<file path="src/rtl/background_scroll_addr_pkg.sv">
// Shared geometry constants and helpers for the scaled, scrolling background address path.
package background_scroll_addr_pkg;

  localparam int unsigned SRC_W   = 300;
  localparam int unsigned SRC_H   = 300;
  localparam int unsigned DST_W   = 640;
  localparam int unsigned DST_H   = 480;
  localparam int unsigned ADDR_W  = 17;
  localparam int unsigned SPEED_W = 4;
  localparam int unsigned COORD_W = 10;

  typedef logic [COORD_W-1:0] coord_t;

  // Reduce a value known to be < 2*SRC_W into 0..SRC_W-1 with one compare/subtract.
  function automatic coord_t wrap_src_w(input coord_t v);
    if (v >= COORD_W'(SRC_W)) begin
      return COORD_W'(v - COORD_W'(SRC_W));
    end
    return v;
  endfunction

endpackage

</file>
<file path="src/rtl/background_scroll_addr_if.sv">
// Scan-position inputs, scroll controls and ROM address outputs of the background address stage.
interface background_scroll_addr_if;
  import background_scroll_addr_pkg::*;

  coord_t               DrawX;
  coord_t               DrawY;
  logic                 blank;
  logic                 scroll_en;
  logic [SPEED_W-1:0]   scroll_speed;
  logic [ADDR_W-1:0]    rom_address;
  logic                 blank_out;
  coord_t               scroll_off;

  // VGA timing / control side.
  modport master (
    output DrawX, DrawY, blank, scroll_en, scroll_speed,
    input  rom_address, blank_out, scroll_off
  );

  // Address generator side.
  modport slave (
    input  DrawX, DrawY, blank, scroll_en, scroll_speed,
    output rom_address, blank_out, scroll_off
  );

endinterface

</file>
<file path="src/rtl/background_scroll_addr_dda_axis.sv">
// One axis of the DST->SRC downscale: idx tracks floor(steps*SRC/DST), clamped at SRC-1.
// Outputs are the next-state values so the caller can register an address in the same cycle.
module background_scroll_addr_dda_axis #(
  parameter int unsigned SRC   = 300,
  parameter int unsigned DST   = 640,
  parameter int unsigned IDX_W = 10,
  parameter int unsigned ERR_W = 10
) (
  input  logic             clk,
  input  logic             rst_n,
  input  logic             i_restart,
  input  logic             i_step,
  output logic [IDX_W-1:0] o_idx_c,
  output logic             o_carry_c
);

  localparam int unsigned        SUM_W     = ERR_W + 1;
  localparam logic [IDX_W-1:0]   L_IDX_MAX = IDX_W'(SRC - 1);
  localparam logic [SUM_W-1:0]   L_SRC     = SUM_W'(SRC);
  localparam logic [SUM_W-1:0]   L_DST     = SUM_W'(DST);

  logic [IDX_W-1:0] r_idx;
  logic [ERR_W-1:0] r_err;
  logic [IDX_W-1:0] w_idx_nxt;
  logic [ERR_W-1:0] w_err_nxt;
  logic [SUM_W-1:0] w_err_sum;
  logic             w_carry;

  // Error accumulator step: add SRC, and on overflow past DST advance idx by one.
  always_comb begin
    w_idx_nxt = r_idx;
    w_err_nxt = r_err;
    w_carry   = 1'b0;
    w_err_sum = {1'b0, r_err} + L_SRC;
    if (i_restart) begin
      w_idx_nxt = '0;
      w_err_nxt = '0;
    end else if (i_step && (r_idx < L_IDX_MAX)) begin
      if (w_err_sum >= L_DST) begin
        w_err_nxt = ERR_W'(w_err_sum - L_DST);
        w_idx_nxt = r_idx + IDX_W'(1);
        w_carry   = 1'b1;
      end else begin
        w_err_nxt = ERR_W'(w_err_sum);
      end
    end
  end

  // Accumulator state.
  always_ff @(posedge clk) begin
    if (!rst_n) begin
      r_idx <= '0;
      r_err <= '0;
    end else begin
      r_idx <= w_idx_nxt;
      r_err <= w_err_nxt;
    end
  end

  assign o_idx_c   = w_idx_nxt;
  assign o_carry_c = w_carry;

endmodule

</file>
<file path="src/rtl/background_scroll_addr.sv">
// Maps the 640x480 scan position onto the SRC_W x SRC_H background ROM with a per-frame,
// wrapping horizontal scroll. One cycle of latency; no multipliers or dividers.
module background_scroll_addr (
  input  logic                    vga_clk,
  input  logic                    reset_n,
  background_scroll_addr_if.slave bus
);
  import background_scroll_addr_pkg::*;

  localparam coord_t            L_DST_W    = COORD_W'(DST_W);
  localparam coord_t            L_DST_H    = COORD_W'(DST_H);
  localparam logic [ADDR_W-1:0] L_ROW_STEP = ADDR_W'(SRC_W);

  logic              w_x_zero;
  logic              w_x_active;
  logic              w_y_zero;
  logic              w_scroll_upd;
  coord_t            w_col_c;
  coord_t            w_row_idx_unused;
  logic              w_col_carry_unused;
  logic              w_row_carry;
  coord_t            w_col_sum;
  coord_t            w_col_wrap;
  coord_t            w_scroll_sum;
  coord_t            w_scroll_nxt;
  logic [ADDR_W-1:0] w_row_base_nxt;
  logic [ADDR_W-1:0] w_addr_nxt;

  logic [ADDR_W-1:0] r_row_base;
  logic [ADDR_W-1:0] r_rom_address;
  logic              r_blank_out;
  coord_t            r_scroll_off;

  // Scan position decode.
  always_comb begin
    w_x_zero     = (bus.DrawX == '0);
    w_x_active   = (bus.DrawX < L_DST_W);
    w_y_zero     = (bus.DrawY == '0);
    w_scroll_upd = w_x_zero && (bus.DrawY == L_DST_H) && bus.scroll_en;
  end

  background_scroll_addr_dda_axis #(
    .SRC   (SRC_W),
    .DST   (DST_W),
    .IDX_W (COORD_W),
    .ERR_W (COORD_W)
  ) u_col_dda (
    .clk       (vga_clk),
    .rst_n     (reset_n),
    .i_restart (w_x_zero),
    .i_step    (w_x_active),
    .o_idx_c   (w_col_c),
    .o_carry_c (w_col_carry_unused)
  );

  // Row steps once per line at DrawX==0; the column restart happens in the same cycle.
  background_scroll_addr_dda_axis #(
    .SRC   (SRC_H),
    .DST   (DST_H),
    .IDX_W (COORD_W),
    .ERR_W (COORD_W)
  ) u_row_dda (
    .clk       (vga_clk),
    .rst_n     (reset_n),
    .i_restart (w_x_zero && w_y_zero),
    .i_step    (w_x_zero),
    .o_idx_c   (w_row_idx_unused),
    .o_carry_c (w_row_carry)
  );

  // Row base follows the row index in SRC_W increments; scrolled column wraps inside the row.
  always_comb begin
    w_row_base_nxt = r_row_base;
    if (w_x_zero && w_y_zero) begin
      w_row_base_nxt = '0;
    end else if (w_row_carry) begin
      w_row_base_nxt = r_row_base + L_ROW_STEP;
    end
    w_col_sum  = w_col_c + r_scroll_off;
    w_col_wrap = wrap_src_w(w_col_sum);
    w_addr_nxt = w_row_base_nxt + ADDR_W'(w_col_wrap);
  end

  // Scroll advances only at the frame-update point, which sits in vertical blank.
  always_comb begin
    w_scroll_sum = r_scroll_off + COORD_W'(bus.scroll_speed);
    w_scroll_nxt = r_scroll_off;
    if (w_scroll_upd) begin
      w_scroll_nxt = wrap_src_w(w_scroll_sum);
    end
  end

  // Output and scroll registers.
  always_ff @(posedge vga_clk) begin
    if (!reset_n) begin
      r_row_base    <= '0;
      r_rom_address <= '0;
      r_blank_out   <= 1'b0;
      r_scroll_off  <= '0;
    end else begin
      r_row_base    <= w_row_base_nxt;
      r_rom_address <= w_addr_nxt;
      r_blank_out   <= bus.blank;
      r_scroll_off  <= w_scroll_nxt;
    end
  end

  assign bus.rom_address = r_rom_address;
  assign bus.blank_out   = r_blank_out;
  assign bus.scroll_off  = r_scroll_off;

endmodule

</file>
<file path="src/flat_wrapper.sv">
// flat-port wrapper written by rule: the top's interface ports become plain ports
module background_scroll_addr_flat import background_scroll_addr_pkg::*;
  (vga_clk, reset_n, bus_DrawX, bus_DrawY, bus_blank, bus_scroll_en, bus_scroll_speed, bus_rom_address, bus_blank_out, bus_scroll_off);
  background_scroll_addr_if bus_i ();
  input  logic vga_clk;
  input  logic reset_n;
  input wire logic [$bits(bus_i.DrawX)-1:0] bus_DrawX;
  input wire logic [$bits(bus_i.DrawY)-1:0] bus_DrawY;
  input wire logic [$bits(bus_i.blank)-1:0] bus_blank;
  input wire logic [$bits(bus_i.scroll_en)-1:0] bus_scroll_en;
  input wire logic [$bits(bus_i.scroll_speed)-1:0] bus_scroll_speed;
  output wire logic [$bits(bus_i.rom_address)-1:0] bus_rom_address;
  output wire logic [$bits(bus_i.blank_out)-1:0] bus_blank_out;
  output wire logic [$bits(bus_i.scroll_off)-1:0] bus_scroll_off;
  assign bus_i.DrawX = bus_DrawX;
  assign bus_i.DrawY = bus_DrawY;
  assign bus_i.blank = bus_blank;
  assign bus_i.scroll_en = bus_scroll_en;
  assign bus_i.scroll_speed = bus_scroll_speed;
  assign bus_rom_address = bus_i.rom_address;
  assign bus_blank_out = bus_i.blank_out;
  assign bus_scroll_off = bus_i.scroll_off;
  background_scroll_addr u_core (.vga_clk(vga_clk), .reset_n(reset_n), .bus(bus_i));
endmodule
</file>
<file path="config.mk">
export PLATFORM = sky130hd
export DESIGN_NAME = background_scroll_addr_flat
export DESIGN_NICKNAME = d
export VERILOG_FILES = /design/src/rtl/background_scroll_addr_pkg.sv /design/src/rtl/background_scroll_addr_if.sv /design/src/rtl/background_scroll_addr_dda_axis.sv /design/src/rtl/background_scroll_addr.sv /design/src/flat_wrapper.sv
export SDC_FILE = /design/constraint.sdc
export NUM_CORES = 1
export LEC_CHECK = 0
export ABC_AREA = 1
export BUFFER_PORTS_ARGS = -buffer_cell sky130_fd_sc_hd__buf_2
export CAP_MARGIN = 40
export CORE_MARGIN = 4
export CORE_UTILIZATION = 57
export DETAILED_ROUTE_END_ITERATION = 16
export GPL_TIMING_DRIVEN = 0
export PLACE_DENSITY = 0.75
export SLEW_MARGIN = 20
export SYNTH_ARGS = -nofsm -noshare
export SYNTH_HDL_FRONTEND = slang
export SYNTH_SLANG_ARGS = --single-unit
</file>
<file path="constraint.sdc">
create_clock -name vga_clk -period 7.6 [get_ports vga_clk]
set_clock_uncertainty 0.15 [all_clocks]
set_input_delay 1.14 -clock vga_clk [delete_from_list [all_inputs] [get_ports vga_clk]]
set_output_delay 1.14 -clock vga_clk [all_outputs]
set_load 0.1 [all_outputs]
</file>
==> impl_metrics.env, run 1 <==
export IMPL_antenna_found_initial=0
export IMPL_maxCapViolCount=0
export IMPL_ir_drop_mv=0.105
export IMPL_worstMarginPinSlew_ns=0.630
export IMPL_diodes=0
export IMPL_core_area_sq_mm=0.00937
export IMPL_grt_overflow_total=0
export IMPL_drive_above_1_share_pct=11.7
export IMPL_drtPass1Iterations=7
export IMPL_wl_per_cell_um=12.8
export IMPL_synth_ff_type="dfxtp_1"
export IMPL_clk_latency_ns=0.36
export IMPL_worstSetupPathType="in2reg"
export IMPL_path_clk_slew_ns=0.08
export IMPL_crit_path_frequent_cell="nand2_1"
export IMPL_slew_violations=0
export IMPL_fmax_mhz=151
export IMPL_clock_root_buffer="clkbuf_8"
export IMPL_htreeDepth=3
export IMPL_period_minus_slack_ns=6.64
export IMPL_slowest_stage="fa_1"
export IMPL_grt_setup_unrepaired="no"
export IMPL_via_per_inst=5.27
export IMPL_numClockSinks=81
export IMPL_nNetsFinal=960
export IMPL_dp_cells=1013
export IMPL_synth_top_cell_area_share_pct=29.2
export IMPL_die_area_sq_mm=0.0114
export IMPL_netlist_top_cells_area="dfxtp_1 29%, nand2_1 9.9%, inv_1 9.0%"
export IMPL_port_buffers=55
export IMPL_finalCritPeriodShare_pct=87.3
export IMPL_cts_tree="yes"
export IMPL_clk_path_buf_depth=2
export IMPL_synth_top_area_cell="dfxtp_1"
export IMPL_grt_use_total_pct=23.7
export IMPL_grt_max_degree=14
export IMPL_endpoint_kind="register"
export IMPL_syn_num_nets=894
export IMPL_timing_final_ws_setup_ns=0.963
export IMPL_routed_wl_um=13100
export IMPL_synth_top_family_by_area="simple AND/OR/NAND/NOR gates"
export IMPL_io_pins=56
export IMPL_muxShareOfSynthArea_pct=0
export IMPL_hp_class="reg2reg"
export IMPL_netlist_instances=829
export IMPL_rows=35
export IMPL_maxSlewHeadroom_pct=58.0
export IMPL_cts_buffers=9
export IMPL_layout_commonest_cell="nand2_1"
export IMPL_ys_seq_area_share_pct=29.2
export IMPL_p_per_area_mw_per_mm2=143
export IMPL_syn_to_final_growth_pct=11.2
export IMPL_synth_compound_area_share_pct=14.9
export IMPL_setup_viol=0
export IMPL_critPathArrivalTime_ns=6.74
export IMPL_synth_edff_count=0
export IMPL_vias=5425
export IMPL_leakagePower_nw=2.86
export IMPL_cp_required_ns=7.70
export IMPL_async_flop_share_pct=0
export IMPL_layout_common_cells="146 x nand2_1, 134 x inv_1, 111 x nor2_1"
export IMPL_routabilityCongestion=0.861
export IMPL_hold_slack_ns=0.290
export IMPL_start_util_pct=59.3
export IMPL_ctsHoldBuffers=0
export IMPL_first_iter_violations=248
export IMPL_dp_slack_ns=0.596
export IMPL_hold_viol_final=0
export IMPL_place_hpwl_um=10400
export IMPL_drtAntennaViolNets=0
export IMPL_synth_xor_area_share_pct=7.38
export IMPL_stdcell_count=1029
export IMPL_grt_pass1_wl_um=22500
export IMPL_n_fill_cell=896
export IMPL_setup_tns_ns=0
export IMPL_start_kind="input pin"
export IMPL_fin_util_pct=66.0
export IMPL_netlist_area_sq_mm=0.00556
export IMPL_die_x_um=107
export IMPL_ys_ff_latch=81
export IMPL_cp_max_fo=10
export IMPL_synth_adder_area_share_pct=8.73
export IMPL_avgSynthCellArea_sq_um=6.71
export IMPL_route_detailed_drc=0
export IMPL_outcome="finished, final reports clean"
export IMPL_ys_types=41
export IMPL_synth_simple_area_share_pct=29.2
export IMPL_max_stage_delay_ns=0.43
export IMPL_dieHeight_um=107
export IMPL_grt_pass1_vias=5258
export IMPL_yosysWarningCount=0
==> what timing repair did <==
action / 4_1_cts / 5_1_grt
gates resized for setup: 0 / 1
setup buffers: 0 / 0
endpoints found under the setup margin: 0 / 1
==> worst max-delay path: cells and delay by family <==
family | cells | cell delay [ns]
AND/OR/NAND/NOR | 17 | 2.55
adder cells (fa/ha/maj) | 3 | 1.09
AO/OA/AOI/OAI | 7 | 1.03
buffers and inverters | 7 | 0.70
XOR/XNOR | 1 | 0.23
==> report_power, final <==
| part | internal [W] | switching (W) |
|---|---|---|
| sequential | 0.000435 | 0.00000876 |
| clock | 0.000152 | 0.000163 |
| combinational | 0.0000389 | 0.0000845 |
==> kinds of logic after synthesis <==
kind of cell             Yosys count
adder cells (fa/ha/maj)           37
AND/OR/NAND/NOR                  360
AO/OA/AOI/OAI                    154
buffers and inverters            151
XOR/XNOR                          46
flip-flops                        81
==> path summary, 6_finish.rpt <==
path	startpoint	endpoint	slack, ns	cells past startpoint
min reg2reg	u_core.u_row_dda.r_idx[9]$_SDFFE_PP0P_	u_core.u_row_dda.r_idx[9]$_SDFFE_PP0P_	0.29	2
max reg2reg	u_core.u_col_dda.r_err[2]$_SDFFE_PP0P_	u_core.bus.rom_address[11]$_SDFF_PN0_	0.98	42
min	u_core.u_row_dda.r_idx[9]$_SDFFE_PP0P_	u_core.u_row_dda.r_idx[9]$_SDFFE_PP0P_	0.29	2
max	bus_DrawX[8]	u_core.bus.rom_address[11]$_SDFF_PN0_	0.96	35
==> per-layer routing <==
layer	share of wire, %	GRT usage [%]	up-vias
li1	-	-	2805
met2	49	41.9	135
met1	45	29.0	2455
met4	2.1	8.77	0
met3	3.9	3.73	30
met5	0	0	-
==> synthesized netlist by cell type, drive strengths merged, types with 6 or more instances <==
master  number
a21oi       69
buf          6
clkbuf       9
dfxtp       81
ha          34
inv        136
nand2      151
nand3       43
nand4       16
nor2       118
nor3        12
nor4        11
o21ai       68
xnor2       10
xor2        36
==> sequential cells by signal, summed over array words and instances, names as in the netlist <==
name,cells
u_core.u_row_dda.r_err,8
u_core.r_row_base,17
u_core.u_row_dda.r_idx,10
u_core.u_col_dda.r_err,8
u_core.u_col_dda.r_idx,10
u_core.bus.blank_out,1
u_core.bus.scroll_off,10
u_core.bus.rom_address,17
==> layout make-up <==
type	instances	area [sq um]	share of cell area, %
Multi-Input combinational cell	597	3350	54.2
Sequential cell	81	1620	26.2
Inverter	136	510	8.26
Timing Repair Buffer	55	275	4.45
Tap cell	129	161	2.61
Clock buffer	11	131	2.12
Buffer	15	77.6	1.25
Clock inverter	5	56.3	0.911
==> through the flow <==
| step | cell area, sq um | total power (W) |
|---|---|---|
| global placement | 6000 | 0.000570 |
| finish | 6180 | 0.000882 |
| CTS | 6180 | 0.000885 |
| detailed placement | 6000 | 0.000575 |
| floorplan | 5560 | 0.000542 |
| global route | 6180 | 0.000923 |
No activity file was read; power rests on OpenSTA's default activity.
==> run 2, diff against run 1 <==
--- a/config.mk
+++ b/config.mk
@@ -16,4 +16,5 @@
 export SLEW_MARGIN = 20
 export SYNTH_ARGS = -nofsm -noshare
 export SYNTH_HDL_FRONTEND = slang
+export SYNTH_HIERARCHICAL = 1
 export SYNTH_SLANG_ARGS = --single-unit
==> impl_metrics.env, run 2 <==
export IMPL_outcome="finished, final reports clean"
export IMPL_htreeDepth=3
export IMPL_ctsHoldBuffers=0
export IMPL_p_sw_w=0.000287
export IMPL_routed_wl_um=13800
export IMPL_start_util_pct=58.5
export IMPL_slew_violations=0
export IMPL_die_area_sq_mm=0.0129
export IMPL_yosysWarningCount=6
export IMPL_maxCapViolCount=0
export IMPL_clk_latency_ns=0.37
export IMPL_ir_drop_mv=0.122
export IMPL_hp_class="reg2reg"
export IMPL_grt_pass1_vias=5416
export IMPL_grt_setup_unrepaired="no"
export IMPL_drive_above_1_share_pct=17.4
export IMPL_diodes=0
export IMPL_cts_buffers=9
export IMPL_p_seq_share_pct=46.9
export IMPL_p_int_w=0.000666
export IMPL_clock_root_buffer="clkbuf_8"
export IMPL_first_iter_violations=423
export IMPL_grt_use_total_pct=22.4
export IMPL_syn_to_final_growth_pct=10.3
export IMPL_drtPass1Iterations=5
export IMPL_post_cts_setup_buffers=0
export IMPL_worstSetupPathType="reg2reg"
export IMPL_grt_max_degree=14
export IMPL_slowest_stage="ha_1"
export IMPL_maxSlewHeadroom_pct=56.9
export IMPL_grt_pass1_wl_um=24000
export IMPL_io_pins=56
export IMPL_dp_cells=1159
export IMPL_met3_usage_pct=3.02
export IMPL_finalPower_w=0.000953
export IMPL_vias=6021
export IMPL_core_area_sq_mm=0.0109
export IMPL_route_detailed_drc=0
export IMPL_grtUsageMet2_pct=37.8
export IMPL_die_x_um=114
export IMPL_worstMarginPinSlew_ns=0.646
export IMPL_avgSynthCellArea_sq_um=6.60
export IMPL_numClockSinks=81
export IMPL_port_buffers=55
export IMPL_rows=38
export IMPL_via_per_inst=5.12
export IMPL_start_kind="register"
export IMPL_switching_share_pct=30.1
export IMPL_netlist_instances=964
export IMPL_setup_viol=0
export IMPL_place_hpwl_um=10800
export IMPL_cts_resized=0
export IMPL_netlist_area_sq_mm=0.00637
export IMPL_syn_num_nets=1029
export IMPL_finalCritPeriodShare_pct=75.5
export IMPL_layout_common_cells="205 x nand2_1, 149 x inv_1, 99 x nor2_1"
export IMPL_period_minus_slack_ns=5.74
export IMPL_routabilityCongestion=0.916
export IMPL_met1_usage_pct=29.1
export IMPL_wl_per_cell_um=11.7
export IMPL_dieHeight_um=114
export IMPL_p_per_area_mw_per_mm2=136
export IMPL_cp_max_fo=10
export IMPL_fmax_mhz=174
export IMPL_path_clk_slew_ns=0.08
export IMPL_hold_viol_final=0
export IMPL_stdcell_count=1175
export IMPL_combPwrFrac_pct=18.5
export IMPL_endpoint_kind="register"
export IMPL_clk_path_buf_depth=2
export IMPL_critPathArrivalTime_ns=5.86
export IMPL_hold_slack_ns=0.306
export IMPL_cts_tree="yes"
export IMPL_nNetsFinal=1095
export IMPL_drtAntennaViolNets=0
export IMPL_leakagePower_nw=3.49
export IMPL_max_stage_delay_ns=0.39
export IMPL_grt_busiest_layer="met2"
export IMPL_setup_tns_ns=0
export IMPL_layout_commonest_cell="nand2_1"
export IMPL_grt_overflow_total=0
export IMPL_clock_power_share_pct=34.6
export IMPL_cp_required_ns=7.72
export IMPL_crit_path_frequent_cell="nand2_1"
export IMPL_antenna_found_initial=0
## run 2: critical path: cells and delay by family, from the launching register on
| kind | cells | cell delay (ns) |
|---|---|---|
| and+or+nand+nor | 24 | 2.18 |
| AOI/OAI and AO/OA | 4 | 0.78 |
| adders and majority gates | 5 | 1.31 |
| buffers and inverters | 8 | 0.62 |
| xor gates and xnor gates | 1 | 0.22 |
| DFF | 1 | 0.38 |
## run 2: per-layer routing
layer	up-vias	wire length [um]
met3	18	409
met2	79	6650
met4	0	276
met1	2688	6440
li1	3236	-
met5	-	0
## run 2: cell type report
class	instances	area [sq um]
Sequential cell	81	1620
Buffer	14	88.8
Clock buffer	12	155
Timing Repair Buffer	55	275
Inverter	163	612
Multi-Input combinational cell	706	4040
Tap cell	140	175
Clock inverter	4	51.3
Fill cell	1029	3860
## run 2: final timing paths
| kind | depth (start not counted) | startpoint | to | slack, ns |
|---|---|---|---|---|
| max | 42 | u_core/u_col_dda/r_err[2]$_SDFFE_PP0P_ | u_core/bus.rom_address[15]$_SDFF_PN0_ | 1.86 |
| min | 2 | u_core/r_row_base[0]$_SDFF_PN0_ | u_core/r_row_base[0]$_SDFF_PN0_ | 0.31 |
| max reg2reg | 42 | u_core/u_col_dda/r_err[2]$_SDFFE_PP0P_ | u_core/bus.rom_address[15]$_SDFF_PN0_ | 1.86 |
| min reg2reg | 2 | u_core/r_row_base[0]$_SDFF_PN0_ | u_core/r_row_base[0]$_SDFF_PN0_ | 0.31 |
## run 2: power groups by stage
| stage | combinational (W) | sequential (W) | clock (W) |
|---|---|---|---|
| after global routing | 0.000198 | 0.000449 | 0.000361 |
| final | 0.000176 | 0.000447 | 0.000330 |
| after floorplan | 0.000115 | 0.000477 | 0 |
| after detailed placement | 0.000176 | 0.000457 | 0 |
| after global placement | 0.000174 | 0.000457 | 0 |
| after CTS | 0.000177 | 0.000447 | 0.000342 |
## run 2: per-stage QoR
step | setup WS (ns) | util (%) | cell area [sq um]
global route | 1.07 | 64.5 | 7020
floorplan | 2.27 | - | 6370
finish | 1.86 | 64.5 | 7020
global placement | 1.54 | 62.6 | 6820
detailed placement | 1.52 | 62.6 | 6820
CTS | 1.86 | 64.5 | 7020
